[src/rtl/mem_arb_pkg.sv]
// Shared types and constants for the two-master memory arbiter.
package mem_arb_pkg;

  // Arbiter FSM states
  typedef enum logic [1:0] {
    IDLE    = 2'd0,
    GNT_I   = 2'd1,
    GNT_D   = 2'd2,
    RELEASE = 2'd3
  } arb_state_t;

  // Master indices, also used as bit positions in the grant vector
  localparam int MST_I = 0;
  localparam int MST_D = 1;

  // Default bus widths: line address and full cache line
  localparam int ADDR_W_DEF = 32;
  localparam int DATA_W_DEF = 256;

  // Maps a round-robin pick onto the grant state it leads to
  function automatic arb_state_t grantState(input logic pickD);
    return pickD ? GNT_D : GNT_I;
  endfunction

endpackage

[src/rtl/mem_arb_rr_picker.sv]
// Two-way round-robin pick between the I-cache and D-cache requests.
// A lone requester always wins; a tie goes to whichever side the
// priority bit currently favours.
module mem_arb_rr_picker (
  input  logic i_reqI,
  input  logic i_reqD,
  input  logic i_prioD,
  output logic o_pickD,
  output logic o_valid
);

  assign o_valid = i_reqI | i_reqD;
  assign o_pickD = i_reqD & (~i_reqI | i_prioD);

endmodule

[src/rtl/mem_arbiter.sv]
// Two-master to one-slave Wishbone-style arbiter placed between the split
// I-cache / D-cache controllers and the single physical-memory port.
// Grants are registered; address, data and control are muxed
// combinationally from the granted master, so a held grant adds no latency.
// A RELEASE cycle after every transaction keeps m_cyc low between owners.
module mem_arbiter
  import mem_arb_pkg::*;
#(
  parameter int ADDR_W = ADDR_W_DEF,
  parameter int DATA_W = DATA_W_DEF
) (
  input  logic              clk,
  input  logic              rst_n,

  input  logic              i_cyc,
  input  logic              i_stb,
  input  logic              i_we,
  input  logic [ADDR_W-1:0] i_addr,
  input  logic [DATA_W-1:0] i_wdata,
  output logic [DATA_W-1:0] i_rdata,
  output logic              i_ack,
  output logic              i_rty,

  input  logic              d_cyc,
  input  logic              d_stb,
  input  logic              d_we,
  input  logic [ADDR_W-1:0] d_addr,
  input  logic [DATA_W-1:0] d_wdata,
  output logic [DATA_W-1:0] d_rdata,
  output logic              d_ack,
  output logic              d_rty,

  output logic              m_cyc,
  output logic              m_stb,
  output logic              m_we,
  output logic [ADDR_W-1:0] m_addr,
  output logic [DATA_W-1:0] m_wdata,
  input  logic [DATA_W-1:0] m_rdata,
  input  logic              m_ack,
  input  logic              m_rty,

  output logic [1:0]        grant
);

  arb_state_t r_state;
  arb_state_t w_nextState;
  logic       r_prioD;
  logic       w_nextPrioD;
  logic       w_reqI;
  logic       w_reqD;
  logic       w_pickD;
  logic       w_pickValid;

  assign w_reqI = i_cyc & i_stb;
  assign w_reqD = d_cyc & d_stb;

  // Read data fans out to both masters; only the ack qualifies it
  assign i_rdata = m_rdata;
  assign d_rdata = m_rdata;

  mem_arb_rr_picker u_picker (
    .i_reqI  (w_reqI),
    .i_reqD  (w_reqD),
    .i_prioD (r_prioD),
    .o_pickD (w_pickD),
    .o_valid (w_pickValid)
  );

  // State and round-robin priority registers, synchronous active-low reset
  always_ff @(posedge clk) begin
    if (!rst_n) begin
      r_state <= IDLE;
      r_prioD <= 1'b0;
    end else begin
      r_state <= w_nextState;
      r_prioD <= w_nextPrioD;
    end
  end

  // Next-state and priority update; a completed transfer hands priority to
  // the other master, an abort leaves it alone, a retry holds the grant
  always_comb begin
    w_nextState = r_state;
    w_nextPrioD = r_prioD;
    case (r_state)
      IDLE: begin
        if (w_pickValid) begin
          w_nextState = grantState(w_pickD);
        end
      end
      GNT_I: begin
        if (m_ack) begin
          w_nextState = RELEASE;
          w_nextPrioD = 1'b1;
        end else if (!i_cyc) begin
          w_nextState = RELEASE;
        end
      end
      GNT_D: begin
        if (m_ack) begin
          w_nextState = RELEASE;
          w_nextPrioD = 1'b0;
        end else if (!d_cyc) begin
          w_nextState = RELEASE;
        end
      end
      RELEASE: begin
        w_nextState = IDLE;
      end
      default: begin
        w_nextState = IDLE;
      end
    endcase
  end

  // Output mux: the granted master drives the memory port and sees its
  // ack/retry; everything is quiet in IDLE and RELEASE
  always_comb begin
    m_cyc   = 1'b0;
    m_stb   = 1'b0;
    m_we    = 1'b0;
    m_addr  = '0;
    m_wdata = '0;
    i_ack   = 1'b0;
    i_rty   = 1'b0;
    d_ack   = 1'b0;
    d_rty   = 1'b0;
    grant   = 2'b00;
    case (r_state)
      GNT_I: begin
        m_cyc        = i_cyc;
        m_stb        = i_stb;
        m_we         = i_we;
        m_addr       = i_addr;
        m_wdata      = i_wdata;
        i_ack        = m_ack;
        i_rty        = m_rty;
        grant[MST_I] = 1'b1;
      end
      GNT_D: begin
        m_cyc        = d_cyc;
        m_stb        = d_stb;
        m_we         = d_we;
        m_addr       = d_addr;
        m_wdata      = d_wdata;
        d_ack        = m_ack;
        d_rty        = m_rty;
        grant[MST_D] = 1'b1;
      end
      default: begin
      end
    endcase
  end

endmodule
[config.mk]
export PLATFORM = sky130hd
export DESIGN_NAME = mem_arbiter
export DESIGN_NICKNAME = d
export VERILOG_FILES = /design/src/rtl/mem_arb_pkg.sv /design/src/rtl/mem_arb_rr_picker.sv /design/src/rtl/mem_arbiter.sv
export SDC_FILE = /design/constraint.sdc
export NUM_CORES = 1
export LEC_CHECK = 0
export ABC_AREA = 1
export ABC_CLOCK_PERIOD_IN_PS = 5100
export CAP_MARGIN = 5
export CORE_AREA = 2 2 650 652
export DETAILED_ROUTE_END_ITERATION = 6
export DIE_AREA = 0 0 652 654
export PLACE_DENSITY = 0.3
export REMOVE_ABC_BUFFERS = 1
export SLEW_MARGIN = 5
export SYNTH_ARGS = -nofsm -noshare
export SYNTH_HDL_FRONTEND = slang
export SYNTH_HIERARCHICAL = 1
export SYNTH_SLANG_ARGS = --single-unit
[constraint.sdc]
create_clock -name clk -period 5.1 [get_ports clk]
set_clock_uncertainty 0.05 [all_clocks]
set_input_delay 1.275 -clock clk [delete_from_list [all_inputs] [get_ports clk]]
set_output_delay 1.275 -clock clk [all_outputs]
set_load 0.01 [all_outputs]
==> flow_summary_export.csv, run 1 <==
group,metric,value,unit
clock_network,cts.repair_timing.setup_buffer_count,0,
power_and_ir_drop,p_comb_frac,0.976,
setup_path,cp-start-kind,"primary input",
clock_network,tritoncts.num_buffers,3,
yosys,synth.yosys.seq_area_share,0.00728,
global_route,global_route_total_overflow,0,
yosys,yosysWarningCount,6,
sta,maxClockFrequency,223,MHz
setup_path,critical_path.cell_chain,"clkdlybuf4s50_1 > nand2_1 > a21oi_1 > clkdlybuf4s50_1",
setup_path,critical-path-top-cell-by-count,"sky130_fd_sc_hd__clkdlybuf4s50_1",
worst_hold_path,hold_path.startpoint,"r_prioD",
sta,finalCriticalPeriod,4490,ps
route,met2WireLength,156,mm
yosys,synthesis.area_per_instance,5.36,sq um
sta,timing.hold.ws,526,ps
place,port_buffers,882,
worst_hold_path,hold_end,"r_prioD",
setup_path,setup.reg_to_reg.worst_slack,3020,ps
yosys,yosys.cell_types.count,14,
setup_path,r2r-start,"r_state[0]",
global_route,grt_usage,0.184,
die,fp.dieArea,0.426,sq mm
power_and_ir_drop,peakVddDrop,428,uV
die,chipHeight,654,um
setup_path,critPathCaptureType,"primary output",
die,placementRows,238,
power_and_ir_drop,leakage_power_summed_over_all_cells,4.81,nW
global_route,first_global_vias,12900,
sta,grt_setup_unrepaired,"no",
route,post-route-drc-count,0,
power_and_ir_drop,switching_power,0.00491,W
clock_network,cts_tree,"yes",
place,gp_routability_congestion,1.05,
route,met3WireLength,121,mm
power_and_ir_drop,share_clk_of_total_power,0.017,
status,status,"complete, no violations",
global_route,grt_max_degree,81,
setup_path,worstPathRequired,3770,ps
route,vias,16100,
route,wirelength_met1,110,mm
layout,final_core_utilization,0.0478,
clock_network,number_of_hold_repair_buffers_added_at_the_cts_stage,0,
clock_network,cts_root_buf,"sky130_fd_sc_hd__clkbuf_16",
clock_network,cts.sinks,3,
route,post_drt_via_cell_ratio,2.17,
die,initial_core_utilization,0.0197,
setup_path,crit_path_max_incr_delay,1080,ps
yosys,synth.cell_area,0.00825,sq mm
clock_network,cts-resized-gates,0,
power_and_ir_drop,power.share.switching,0.677,
sta,setup_violations,0,
global_route,number_of_antenna_violations_at_the_first_check_in_global_routing,301,
worst_hold_path,type_of_the_most_critical_hold_path,"reg -> reg",
setup_path,worst-r2r-cell-count,8,
die,core,0.419,sq mm
layout,flow.area_growth_from_synthesis,143,%
setup_path,cp_max_fo,1,
route,drt-wirelength-per-cell,55.3,um
layout,mostFrequentLayoutCell,"sky130_fd_sc_hd__clkdlybuf4s50_1",
clock_network,cts.htree.levels,1,
sta,final_hold_viol_count,0,
worst_hold_path,hold-path-cell-count,3,
clock_network,clock_transition_at_the_registers_of_the_reported_paths,30,ps
power_and_ir_drop,power.sequential.fraction,0.007,
place,dp_worst_setup_slack,405,ps
layout,most-common-layout-cells,"sky130_fd_sc_hd__clkdlybuf4s50_1, sky130_fd_sc_hd__nand2_1, sky130_fd_sc_hd__a21oi_1, sky130_fd_sc_hd__buf_4, sky130_fd_sc_hd__inv_1",
yosys,synthesis_stage_register_bit_count,3,
power_and_ir_drop,p_int,0.00234,W
layout,design.final.nets,2690,
clock_network,clk-insertion-delay-late,230,ps
layout,share_of_final_layout_standard_cells_stronger_than_drive_strength_1,0.0690,
route,antenna_violating_nets_post_route,0,
yosys,synth_cells,1538,
run,max-cap-violations,0,
power_and_ir_drop,power_density,362,mW/mm^2
die,die_x,652,um
clock_network,clockBufferDepth,2,
setup_path,cp_data_arrival_time,3160,ps
setup_path,critical_path.reg2reg.endpoint,"r_state[1]",
global_route,first_pass_grt_wire_length,439,mm
sta,worstMarginPinSlew,894,ps
place,dp_hpwl,377,mm
setup_path,setup.worst_path.class,"in -> out",
route,dr.pass1.iters,5,
sta,fin_crit_sh,0.880,
sta,relSlewSlack,0.402,
route,totalWireLength,409,mm
sta,setup_slack,611,ps
die,ios,1651,
route,top_signal_layer_used,"met5",
route,drtIter0Drc,1749,
sta,maxSlewViolCount,0,
setup_path,cpMaxStageDelayCell,"sky130_fd_sc_hd__clkdlybuf4s50_1",
worst max-delay path, delay by kind of cell:
family	cells	cell delay, ps
AO/OA/AOI/OAI	1	250
buffers and inverters	2	1540
AND/OR/NAND/NOR	1	50
power groups by stage:
stage | combinational, W | sequential, W | clock, W
floorplan | 0.00232 | 0.0000410 | 0
global placement | 0.00749 | 0.0000471 | 0
detailed placement | 0.00750 | 0.0000479 | 0
CTS | 0.00753 | 0.0000477 | 0.000127
global route | 0.00772 | 0.0000495 | 0.000131
finish | 0.00708 | 0.0000477 | 0.000126
stage by stage:
stage,setup TNS (ps),instances,power [W],instance area (sq um)
4_1_cts,0,7361,0.00770,19900
2_1_floorplan,-578580,929,0.00236,3970
3_5_place_dp,0,7357,0.00754,19900
6_report,0,7393,0.00725,20000
5_1_grt,0,7381,0.00790,20000
3_3_place_gp,0,7357,0.00754,19900
routing by layer:
| layer | track usage | vias up |
|---|---|---|
| met4 | 0.0315 | 227 |
| met5 | 0.157 | - |
| met2 | 0.254 | 3347 |
| met1 | 0.138 | 6848 |
| met3 | 0.266 | 706 |
| li1 | - | 4935 |
flip-flops by register name (all words and copies together), names as in the netlist:
signal / count
r_prioD: 1
r_state: 2
final cells by class:
cell class | count | area [sq um]
Inverter | 17 | 71.3
Fill cell | 50000 | 399000
Timing Repair Buffer | 908 | 8960
Clock buffer | 4 | 78.8
Multi-Input combinational cell | 909 | 3870
Tap cell | 5520 | 6910
Antenna cell | 32 | 80.1
Sequential cell | 3 | 60.1
cell usage after synthesis, drive strengths merged:
cell type,n,area share
nand2,599,0.27
clkbuf,30,0.014
and2,1,0.00076
o21ai,2,0.0012
dfxtp,3,0.0073
nand3,2,0.0012
or2,1,0.00076
buf,579,0.51
nor2,4,0.0018
inv,17,0.0077
ha,6,0.0091
a21oi,294,0.18
cells by family after synthesis:
| kind of cell | after synthesis | share of synthesized area |
|---|---|---|
| adders and majority gates | 6 | 0.00910 |
| AOI/OAI and AO/OA | 296 | 0.180 |
| buffers and inverters | 626 | 0.527 |
| and+or+nand+nor | 607 | 0.277 |
| DFF | 3 | 0.00728 |
worst max-delay path by stage:
stage                     startpoint         to  slack (ps)  depth (start not counted)
final                      d_addr[4]  m_addr[4]         610                          4
after global routing      r_state[1]  m_addr[4]         510                          6
after CTS                      m_rty      d_rty         400                          4
after detailed placement       m_rty      d_rty         410                          4
after global placement         m_rty      d_rty         410                          4
after floorplan           r_state[0]      m_cyc       -2170                          4
Note: power is estimated with default switching activity, not from simulation.
==> run 2, diff against run 1 <==
--- a/config.mk
+++ b/config.mk
@@ -18,3 +18,4 @@
 export SYNTH_HDL_FRONTEND = slang
 export SYNTH_HIERARCHICAL = 1
 export SYNTH_SLANG_ARGS = --single-unit
+export TNS_END_PERCENT = 100
==> results of run 2 <==
Same layout as run 1: the final DEF is identical, and so are final timing and power.
==> run 3, diff against run 2 <==
--- a/config.mk
+++ b/config.mk
@@ -5,17 +5,17 @@
 export SDC_FILE = /design/constraint.sdc
 export NUM_CORES = 1
 export LEC_CHECK = 0
-export ABC_AREA = 1
+export ABC_AREA = 0
 export ABC_CLOCK_PERIOD_IN_PS = 5100
 export CAP_MARGIN = 5
-export CORE_AREA = 2 2 650 652
+export CORE_AREA = 2 2 651 653
 export DETAILED_ROUTE_END_ITERATION = 6
-export DIE_AREA = 0 0 652 654
+export DIE_AREA = 0 0 653 655
 export PLACE_DENSITY = 0.3
 export REMOVE_ABC_BUFFERS = 1
+export SETUP_SLACK_MARGIN = 0.3
 export SLEW_MARGIN = 5
 export SYNTH_ARGS = -nofsm -noshare
 export SYNTH_HDL_FRONTEND = slang
 export SYNTH_HIERARCHICAL = 1
 export SYNTH_SLANG_ARGS = --single-unit
-export TNS_END_PERCENT = 100
==> run 3 against run 2 <==
Net effect:
- via count shrank 6.5%
- global-route usage shrank 0.48 points
- die area grew 0.31%
- critical endpoint is now m_addr[19]
==> flow_summary_export.csv, run 3 <==
group,metric,value,unit
clock_network,cts.htree.levels,1,
worst_hold_path,hold-path-cell-count,2,
route,post-route-drc-count,0,
route,antenna_violating_nets_post_route,0,
clock_network,clk-insertion-delay-late,230,ps
layout,share_of_final_layout_standard_cells_stronger_than_drive_strength_1,0.0831,
route,drtIter0Drc,1849,
layout,final.fill_count,50000,
yosys,synth_top_cells_by_area,"sky130_fd_sc_hd__buf_4, sky130_fd_sc_hd__a22oi_1, sky130_fd_sc_hd__nor2b_1",
place,dp_worst_setup_slack,515,ps
clock_network,clock_transition_at_the_registers_of_the_reported_paths,30,ps
setup_path,cp_max_fo,1,
setup_path,setup.worst_path.class,"in -> out",
setup_path,cp_data_arrival_time,3190,ps
run,max-cap-violations,0,
sta,setup_violations,0,
yosys,synth.yosys.seq_area_share,0.00693,
place,port_buffers,882,
yosys,yosys-mux-area-fraction,0.00231,
setup_path,cp-start-kind,"primary input",
yosys,post-synth-top-area-cell,"sky130_fd_sc_hd__buf_4",
die,initial_core_utilization,0.0206,
global_route,grt_usage,0.180,
global_route,first_global_vias,11600,
layout,post-route-cell-area,0.0205,sq mm
setup_path,critical_path.reg2reg.endpoint,"r_state[0]",
clock_network,clockBufferDepth,2,
power_and_ir_drop,peakVddDrop,365,uV
clock_network,tritoncts.num_buffers,3,
sta,setup_slack,585,ps
die,fp.dieArea,0.428,sq mm
yosys,synth.cell_area,0.00867,sq mm
global_route,grt_max_degree,122,
sta,final_hold_viol_count,0,
layout,flow.area_growth_from_synthesis,136,%
place,placedInstanceArea,0.0203,sq mm
layout,mostFrequentLayoutCell,"sky130_fd_sc_hd__clkdlybuf4s50_1",
clock_network,cts.repair_timing.setup_buffer_count,0,
sta,grt_setup_unrepaired,"no",
route,dr.pass1.iters,5,
sta,timing.hold.ws,453,ps
yosys,synthXorXnorAreaFrac,0,
worst_hold_path,type_of_the_most_critical_hold_path,"reg -> reg",
yosys,post_synth_and_or_nand_nor_area_fraction,0.218,
route,drt-wirelength-per-cell,56.3,um
yosys,number_of_enable_type_register_cells_in_the_synthesized_netlist,0,
yosys,yosysWarningCount,6,
worst_hold_path,hold_end,"r_prioD",
sta,relSlewSlack,0.375,
sta,maxSlewViolCount,0,
setup_path,worst-r2r-cell-count,5,
yosys,async_reset_ff_frac,0,
die,placementRows,239,
layout,largest_registers,"r_state (2), r_prioD (1)",
yosys,synthesis_stage_register_bit_count,3,
die,die_x,653,um
yosys,yosys.cell_types.count,21,
yosys,synth_compound_area_frac,0.259,
layout,most-common-layout-cells,"sky130_fd_sc_hd__clkdlybuf4s50_1, sky130_fd_sc_hd__a22oi_1, sky130_fd_sc_hd__nor2b_1, sky130_fd_sc_hd__buf_4, sky130_fd_sc_hd__buf_12",
yosys,synthesis.area_per_instance,7.07,sq um
clock_network,cts-resized-gates,0,
status,status,"complete, no violations",
sta,timing.setup.tns,0,ps
worst_hold_path,hold_path.startpoint,"r_prioD",
yosys,synth_commonest_cells,"sky130_fd_sc_hd__buf_4, sky130_fd_sc_hd__a22oi_1, sky130_fd_sc_hd__nor2b_1",
route,post_drt_via_cell_ratio,2.11,
layout,regMostFlops,"r_state",
global_route,number_of_antenna_violations_at_the_first_check_in_global_routing,287,
clock_network,number_of_hold_repair_buffers_added_at_the_cts_stage,0,
clock_network,cts.sinks,3,
sta,fin_crit_sh,0.885,
power_and_ir_drop,design_power_total,0.00633,W
setup_path,worstPathRequired,3770,ps
die,chipHeight,655,um
yosys,yosys_most_used_dff,"sky130_fd_sc_hd__dfxtp_1",
layout,design.final.nets,2377,
yosys,synth.most_common_cell,"sky130_fd_sc_hd__buf_4",
yosys,largest_family_of_logic_cells_by_synthesized_area,"buffers and inverters",
yosys,synth_cells,1226,
yosys,top_area_cell_type_share_of_the_netlist_area,0.467,
sta,maxClockFrequency,221,MHz
sta,worstMarginPinSlew,938,ps
sta,finalCriticalPeriod,4510,ps
clock_network,cts_root_buf,"sky130_fd_sc_hd__clkbuf_16",
clock_network,cts_tree,"yes",
route,vias,15000,
setup_path,r2r-start,"r_state[0]",
global_route,global_route_total_overflow,0,
power_and_ir_drop,leakage_power_summed_over_all_cells,4.64,nW
layout,max_reg_flops,2,
yosys,yosys.area_share.adder,0.00866,
route,totalWireLength,400,mm
global_route,first_pass_grt_wire_length,427,mm
die,ios,1651,
setup_path,setup.reg_to_reg.worst_slack,3180,ps
setup_path,critPathCaptureType,"primary output",
die,core,0.422,sq mm
place,dp_hpwl,368,mm
power_and_ir_drop,power_density,310,mW/mm^2
place,gp_routability_congestion,1.03,
==> run 3: cell types whose count changed after synthesis, sizes merged, moves of 2 or more <==
cell / before / now
and2: 1 / 6
nor2: 4 / 1
o21ai: 2 / 0
a22oi: 0 / 292
nand3: 2 / 0
inv: 17 / 5
nand2: 599 / 3
a21oi: 294 / 0
mux2i: 0 / 2
nor2b: 0 / 291
==> run 3: through the flow <==
| step | std cells | util |
|---|---|---|
| 3_5_place_dp | 7067 | 0.0481 |
| 4_1_cts | 7071 | 0.0483 |
| 6_report | 7111 | 0.0485 |
| 2_1_floorplan | 617 | - |
| 5_1_grt | 7090 | 0.0484 |
| 3_3_place_gp | 7067 | 0.0481 |
==> run 3: logic make-up after synthesis <==
| family | count (synthesis) |
|---|---|
| compound gates | 298 |
| fa+ha+maj | 6 |
| buf+inv | 614 |
| flops | 3 |
| mux | 2 |
| simple gates | 303 |
==> run 3: metal layers <==
metal  vias to the layer above  part of all wire  GRT usage
met5                         -             0.027      0.166
met4                       196             0.021     0.0221
met3                       668              0.29      0.253
met2                      3348              0.38      0.245
met1                      6477              0.28      0.142
li1                       4327                 -          -
==> run 3: final cells by class <==
| type | count | area [sq um] | area share |
|---|---|---|---|
| diodes | 40 | 100 | 0.00489 |
| clock buffers | 4 | 78.8 | 0.00385 |
| inverters | 5 | 18.8 | 0.000917 |
| multi-input cells | 609 | 4270 | 0.208 |
| flip-flops and latches | 3 | 60.1 | 0.00293 |
| well taps | 5543 | 6940 | 0.339 |
| repair buffers | 907 | 9010 | 0.440 |
==> run 3: worst max path at each step <==
stage	startpoint	endpoint	cells after the start
global route	i_addr[19]	m_addr[19]	4
global placement	i_addr[19]	m_addr[19]	4
CTS	i_addr[19]	m_addr[19]	4
floorplan	r_state[0]	m_addr[0]	4
detailed placement	i_addr[19]	m_addr[19]	4
finish	i_addr[19]	m_addr[19]	4
==> run 3: report_power, final <==
group / internal, W / leakage (nW) / total [W] / switching, W
clock network: 0.000103 / 0.0384 / 0.000127 / 0.0000232
logic: 0.00248 / 4.58 / 0.00616 / 0.00369
registers: 0.0000327 / 0.0247 / 0.0000445 / 0.0000118
total: 0.00261 / 4.64 / 0.00633 / 0.00372
==> run 3: worst max-delay path, cell delays in order <==
cell	delay, ps
sky130_fd_sc_hd__clkdlybuf4s50_1	460
sky130_fd_sc_hd__a22oi_1	530
sky130_fd_sc_hd__nor2b_1	100
sky130_fd_sc_hd__clkdlybuf4s50_1	790
